`config.mk`:
```
export PLATFORM = sky130hd
export DESIGN_NAME = neuron_accumulator
export DESIGN_NICKNAME = d
export VERILOG_FILES = /design/src/rtl/neuron_pkg.sv /design/src/rtl/sat_adder.sv /design/src/rtl/neuron_accumulator.sv
export SDC_FILE = /design/constraint.sdc
export NUM_CORES = 1
export LEC_CHECK = 0
export ABC_AREA = 1
export CORE_MARGIN = 2
export CORE_UTILIZATION = 35
export DETAILED_ROUTE_END_ITERATION = 10
export HOLD_SLACK_MARGIN = 0.12
export PLACE_DENSITY = 0.64
export SETUP_SLACK_MARGIN = 0.05
export SYNTH_ARGS = -nofsm -noshare
export SYNTH_HDL_FRONTEND = slang
export SYNTH_SLANG_ARGS = --single-unit
```
`constraint.sdc`:
```
create_clock -name clk -period 3.5 [get_ports clk]
set_input_delay 0.525 -clock clk [delete_from_list [all_inputs] [get_ports clk]]
set_output_delay 0.525 -clock clk [all_outputs]
set_load 0.01 [all_outputs]
```
`src/rtl/neuron_pkg.sv`:
```
// Shared defaults and FSM state type for the neuron accumulator.
package neuron_pkg;

  localparam int unsigned IN_W_DEF      = 8;
  localparam int unsigned ACC_W_DEF     = 16;
  localparam int unsigned MAX_TERMS_DEF = 16;

  typedef enum logic [1:0] {
    StIdle  = 2'd0,
    StAccum = 2'd1,
    StHold  = 2'd2
  } state_e;

endpackage

```
`src/rtl/sat_adder.sv`:
```
// Signed accumulate step with overflow detect; NEURON_ACC_SAT_EN selects clamping
// instead of two's-complement wrap on overflow.
module sat_adder #(
  parameter int unsigned IN_W  = 8,
  parameter int unsigned ACC_W = 16
) (
  input  logic [ACC_W-1:0] a,
  input  logic [IN_W-1:0]  b,
  output logic [ACC_W-1:0] sum,
  output logic             ovf
);

  logic [ACC_W:0] full;

  always_comb begin
    // One guard bit: the top two bits disagree exactly when ACC_W cannot hold the result.
    full = {a[ACC_W-1], a} + {{(ACC_W + 1 - IN_W){b[IN_W-1]}}, b};
    ovf  = full[ACC_W] ^ full[ACC_W-1];
`ifdef NEURON_ACC_SAT_EN
    if (ovf) begin
      sum = full[ACC_W] ? {1'b1, {(ACC_W - 1){1'b0}}} : {1'b0, {(ACC_W - 1){1'b1}}};
    end else begin
      sum = full[ACC_W-1:0];
    end
`else
    sum = full[ACC_W-1:0];
`endif
  end

endmodule

```
`src/rtl/neuron_accumulator.sv`:
```
// Packet-based signed accumulator: bias + sum of terms, result held until consumed.
// Build with NEURON_ACC_SAT_EN to saturate instead of wrap on overflow.
module neuron_accumulator
  import neuron_pkg::*;
#(
  parameter int unsigned IN_W      = IN_W_DEF,
  parameter int unsigned ACC_W     = ACC_W_DEF,
  parameter int unsigned MAX_TERMS = MAX_TERMS_DEF,
  localparam int unsigned CNT_W    = $clog2(MAX_TERMS + 1)
) (
  input  logic             clk,
  input  logic             rst,
  input  logic             in_valid,
  output logic             in_ready,
  input  logic [IN_W-1:0]  in_data,
  input  logic             in_last,
  input  logic [ACC_W-1:0] bias,
  output logic             out_valid,
  input  logic             out_ready,
  output logic [ACC_W-1:0] out_sum,
  output logic             out_ovf,
  output logic [CNT_W-1:0] out_count
);

  state_e           state_q, state_d;
  logic [ACC_W-1:0] acc_q, acc_d;
  logic [CNT_W-1:0] cnt_q, cnt_d;
  logic             ovf_q, ovf_d;

  logic [ACC_W-1:0] add_a;
  logic [ACC_W-1:0] add_sum;
  logic             add_ovf;
  logic [CNT_W-1:0] cnt_inc;

  // The first beat of a packet starts from bias; later beats from the running sum.
  assign add_a   = (state_q == StAccum) ? acc_q : bias;
  assign cnt_inc = (state_q == StAccum) ? cnt_q + CNT_W'(1) : CNT_W'(1);

  sat_adder #(
    .IN_W  (IN_W),
    .ACC_W (ACC_W)
  ) u_sat_adder (
    .a   (add_a),
    .b   (in_data),
    .sum (add_sum),
    .ovf (add_ovf)
  );

  always_comb begin
    state_d = state_q;
    acc_d   = acc_q;
    cnt_d   = cnt_q;
    ovf_d   = ovf_q;
    unique case (state_q)
      StIdle, StAccum: begin
        if (in_valid) begin
          acc_d = add_sum;
          cnt_d = cnt_inc;
          ovf_d = add_ovf | ((state_q == StAccum) & ovf_q);
          if (in_last) begin
            state_d = StHold;
          end else if (cnt_inc == CNT_W'(MAX_TERMS)) begin
            // Packet too long: close it out and flag it.
            state_d = StHold;
            ovf_d   = 1'b1;
          end else begin
            state_d = StAccum;
          end
        end
      end
      StHold: begin
        if (out_ready) begin
          state_d = StIdle;
        end
      end
      default: state_d = StIdle;
    endcase
  end

  always_ff @(posedge clk) begin
    if (rst) begin
      state_q <= StIdle;
      acc_q   <= '0;
      cnt_q   <= '0;
      ovf_q   <= 1'b0;
    end else begin
      state_q <= state_d;
      acc_q   <= acc_d;
      cnt_q   <= cnt_d;
      ovf_q   <= ovf_d;
    end
  end

  assign in_ready  = (state_q != StHold);
  assign out_valid = (state_q == StHold);
  assign out_sum   = acc_q;
  assign out_ovf   = ovf_q;
  assign out_count = cnt_q;

endmodule

```
# Yosys cells after proc, flatten, opt, wreduce, memory -nomap -nowiden
# Index checks and enable logic that the tools add are counted.
[op_classes] n_addsub=2 bitwise=3 reduce_logical=4 n_mux=9 eq_ne=6
[ops] cell="$add A16 B8 Y17" count=1
[ops] cell="$mux W16" count=1
[ops] cell="$mux W2" count=4
[ops] cell="$add A5 B1 Y5 const B" count=1
[ops] cell="$eq A5 B5 Y1 const B" count=1
[ops] cell="$mux W5" count=1
[ops] cell="$ne A2 B2 Y1 const B" count=2
[ops] cell="$pmux W2 S2" count=1
[ops] cell="$reduce_and A2 Y1" count=2
[ops] cell="$eq A2 B1 Y1 const B" count=1
[ops] cell="$eq A2 B2 Y1 const B" count=1
[ops] cell="$logic_not A2 Y1" count=1
[ops] cell="$mux W1" count=2
[ops] cell="$ne A2 B1 Y1 const B" count=1
[ops] cell="$reduce_or A2 Y1" count=1
[ops] cell="$and A1 B1 Y1" count=1
[ops] cell="$or A1 B1 Y1" count=1
[ops] cell="$xor A1 B1 Y1" count=1
[word_totals] output_inout_bits=24 ff_bits=24 elab_cells=28

# Depth between registers and ports, before layout
[depth] word_depth=7 mapped_depth=18 ltp_nobuf=17

# Cells and area by module
# From an unflattened synthesis, not the netlist that was laid out.
[unflattened] hier_cells=348 hier_area_um2=2129.5
[by_module_without_submodules] module="neuron_accumulator" n_inst=1 seq_area_each_um2=480.5 area_per_inst_um2=1189.9 cells_per_inst=180
[by_module_without_submodules] module="sat_adder" n_inst=1 seq_area_each_um2=0.0 area_per_inst_um2=939.7 cells_per_inst=168

# Worst setup path after synthesis
# Ideal clock, no wire load.
[synth_path] kind="flip-flop to flip-flop" from="register state_q[1]" to="register acc_q[8] (netlist: out_sum[8])" setup_time_ps=56 path_buffers=1 synth_period_minus_slack_ps=2162 setup_slack_ps=1338 path_stages_with_launch=17 t_arrival_ps=2106 cell_sequence="dfxtp_1 inv_2 nand2_2 clkbuf_1 nand2_1 nand2_1 ha_1 inv_1 fa_1 o21ai_2 nand3_1 nand2_2 inv_2 or2_0 nand3_1 nand2_1 inv_1"
[synth_via] elab_chain_len=3
[synth_lines] item="start, declared" line_no="neuron_accumulator.sv:25" text="state_e state_q, state_d;"
[synth_lines] item="start signal, assigned" line_no="neuron_accumulator.sv:82" text="state_q <= StIdle;"
[synth_lines] item="start signal, assigned" line_no="neuron_accumulator.sv:87" text="state_q <= state_d;"
[synth_lines] item="$eq A2 B1 Y1 or $logic_not A2 Y1 (tied branches)" line_no="neuron_accumulator.sv:36, neuron_accumulator.sv:54"
[synth_lines] item="$mux W16 or $reduce_or A2 Y1 (tied branches)" line_no="neuron_accumulator.sv:36, neuron_accumulator.sv:54"
[synth_lines] item="$add A16 B8 Y17 or $reduce_and A2 Y1 (tied branches)"
[synth_lines] item="end signal, assigned" line_no="neuron_accumulator.sv:83" text="acc_q <= '0;"
[synth_lines] item="end signal, assigned" line_no="neuron_accumulator.sv:88" text="acc_q <= acc_d;"
[synth_lines] item="end, declared" line_no="neuron_accumulator.sv:26" text="logic [ACC_W-1:0] acc_q, acc_d;"
# Parallel ways exist; a longest one is shown, timed or not.
# A chain may end at the register's enable or synchronous reset.

# Final worst setup path
[layout_path] from="register state_q[0]" to="register acc_q[10] (netlist: out_sum[10])"
# The elaborated chain is that of the path after synthesis.

==> results.toml <==
[grt]
grt_pass1_vias = 2237
grt_pass1_wl_um = 10100
grt-ovfl-total = 0
grt_max_degree = 35
grt_usage = 0.170
antenna_found_initial = 0

[cells_and_area]
fillCellCount = 631
nets = 471
diodes = 0
areaGrowthSynthToFinish_pct = 29.7
drive_gt1_frac = 0.0757

[synth]
yosys_register_bits = 24
synth_edf_count = 0
netlist-cell-type-count = 31
yosysSeqAreaShare = 0.217
ys_top_cells_by_area = "dfxtp_1, nand2_1, inv_1, ha_1, a21oi_1"
synth_flop_cell = "dfxtp_1"
synth_area_per_cell_um2 = 5.91
ys.warnings.count = 0
yosysMostFrequentCell = "nand2_1"
ys_async_sr_fraction = 0
syn_area_um2 = 2210
ys_top_cells_by_count = "nand2_1, inv_1, a21oi_1, nor2_1, o21ai_0"
synth_fp_nets = 421
synth.top_cell.area_share = 0.217
syn-instance-count = 374
yosys.area.top_type = "dfxtp_1"

[clocking]
cts_setup_buffers = 0
cts_sinks = 24
insertion_delay_ns = 0.28
root_buffer = "clkbuf_8"
cts_max_level = 1
cts_buffers = 3
clk_pin_slew_ns = 0.11
cts_tree = "built"
holdBufCountCts = 0
cts_resized = 0
cts_buffer_depth = 2

[timing]
slew_headroom = 0.535
finalSetupTns_ns = 0
hold_viol_final = 0
clock_skew_ns = 0.0104
slew_viol_final = 0
fin_ws_ns = 0.903
worst_pin_slew_ns = 0.696
finalSetupViolCount = 0
rsz0062_at_grt = "no"
min_period_ns = 2.60
period_share = 0.742
fmax_ghz = 0.385

[pwr]
cellPowerDensity_nw_per_um2 = 340
seq_power_share = 0.322
p_switching_mw = 0.348
swShare = 0.357
clkPwrFrac = 0.268
p_leak_nw = 1.47
ir_worst_vdd_v = 0.000265
p_comb_frac = 0.410
internal_power_mw = 0.626

[run]
maxCapViolCount = 0

[drt]
drtIter0Drc = 93
ant_nets = 0
remaining_drc_errors = 0
drtPass1Iterations = 4
vias = 2387
wl_per_cell_um = 11.6
routed_wl_um = 5790
vias_per_cell = 4.79

[worst_setup_path]
r2r_end = "out_sum[10]$_SDFFE_PP0P_"
cp_data_arrival_time_ns = 2.78
endpoint_kind = "flop"
max_stage_delay_ns = 0.42
crit_path_end = "out_sum[10]$_SDFFE_PP0P_"
crit_start = "state_q[0]$_SDFFE_PP0P_"
crit_top_cell = "nand2_1"
cp_slowest_cell = "fa_1"
ff2ff_setup_slack_ns = 0.90
critPathRequiredTime_ns = 3.69
crit_type = "flop to flop"
worstSetupStartpointType = "flop"
r2r_start = "state_q[0]$_SDFFE_PP0P_"
crit_fanout = 34
r2r.worst_path.cells = 15
crit_chain = "nand2_2, inv_2, nand2_1, nand2_1, ha_1, inv_1, fa_1, o21ai_2, nand4_1, nand2_1, nand2_1, nand3_1, nand3_1, nand2_1, inv_1"

[die]
die_w_um = 83.5
io_pins = 53
die_area_um2 = 6970
num_rows = 28
fp.coreArea_um2 = 6030
initial_core_util = 0.367
die_h_um = 83.5

[hold_path]
holdCritStartpoint = "out_count[4]$_SDFFE_PP0P_"
hp-class = "flop to flop"

[status]
status = "complete, no violations"

[placement]
gp_congestion = 0.846
hpwlAfterDp_um = 4470
place_ws_ns = 0.874
portBuffers = 52
## final cells by class
cell class | instances | area, µm² | area share
Tap cell | 75 | 93.8 | 0.0327
Inverter | 73 | 274 | 0.0955
Clock buffer | 3 | 41.3 | 0.0144
Clock inverter | 1 | 30.0 | 0.0105
Multi-Input combinational cell | 268 | 1410 | 0.493
Sequential cell | 24 | 480 | 0.168
Timing Repair Buffer | 54 | 536 | 0.187
## power groups by stage
stage                     sequential (mW)  clock (mW)  combinational [mW]
after global routing                0.317       0.273               0.453
after CTS                           0.314       0.264               0.401
final                               0.314       0.261               0.399
after global placement              0.320           0               0.396
after floorplan                     0.329           0               0.251
after detailed placement            0.320           0               0.398
## layer usage
metal / up-vias / global-route usage / wire [µm]
li1: 1281 / - / -
met1: 1051 / 0.224 / 2790
met2: 48 / 0.298 / 2670
met3: 7 / 0.0277 / 289
met4: 0 / 0.0264 / 48
met5: - / 0 / 0
## stage by stage
step	std cells	hold WS (ns)	cell area, µm²	utilization	power (mW)
floorplan	374	0.502	2210	-	0.580
global placement	494	0.476	2800	0.464	0.716
detailed placement	494	0.479	2800	0.464	0.718
CTS	498	0.495	2870	0.476	0.978
global route	498	0.540	2870	0.476	1.04
finish	498	0.494	2870	0.476	0.974
## state kept, by name, summed over array words and instances, names as in the netlist
name,cells
out_count,5
state_q,2
out_sum,16
out_ovf,1
## worst max-delay path: cells and delay by family (launching register included)
family	cells	cell delay, ns
AND/OR/NAND/NOR	9	1.04
adder cells (fa/ha/maj)	2	0.58
flip-flops	1	0.39
buffers and inverters	3	0.31
AO/OA/AOI/OAI	1	0.17
## worst min-delay path by stage
stage	to	slack, ns	depth (start not counted)
final	out_count[4]$_SDFFE_PP0P_	0.49	2
after global routing	out_count[4]$_SDFFE_PP0P_	0.54	2
after CTS	out_count[4]$_SDFFE_PP0P_	0.49	2
after detailed placement	out_count[4]$_SDFFE_PP0P_	0.48	2
after global placement	out_count[4]$_SDFFE_PP0P_	0.48	2
after floorplan	out_count[4]$_SDFFE_PP0P_	0.50	2
## cell families (layout without fill, tap and decap cells)
family,count (synthesis),in the layout,synth area share
adders and majority gates,18,18,0.105
buffers and inverters,82,131,0.144
xor gates and xnor gates,6,6,0.0238
AOI/OAI and AO/OA,67,67,0.161
and+or+nand+nor,177,177,0.349
DFF,24,24,0.217
## cell usage in the layout, fill, tap and decap left out, types with 2 or more instances in the layout
cell and instances:
ha_1 17, inv_2 7, nand4_1 3, xor2_1 6, nand2_2 12, nand2_1 103
inv_1 66, a21oi_1 33, o21ai_0 25, o21bai_1 2, nor2_1 27, dfxtp_1 24
clkdlybuf4s50_1 52, nand3_1 23, clkbuf_8 3, a21oi_2 2, o21ai_1 2, and2_1 2
buf_4 2
Power figures use the tool's default switching activity.
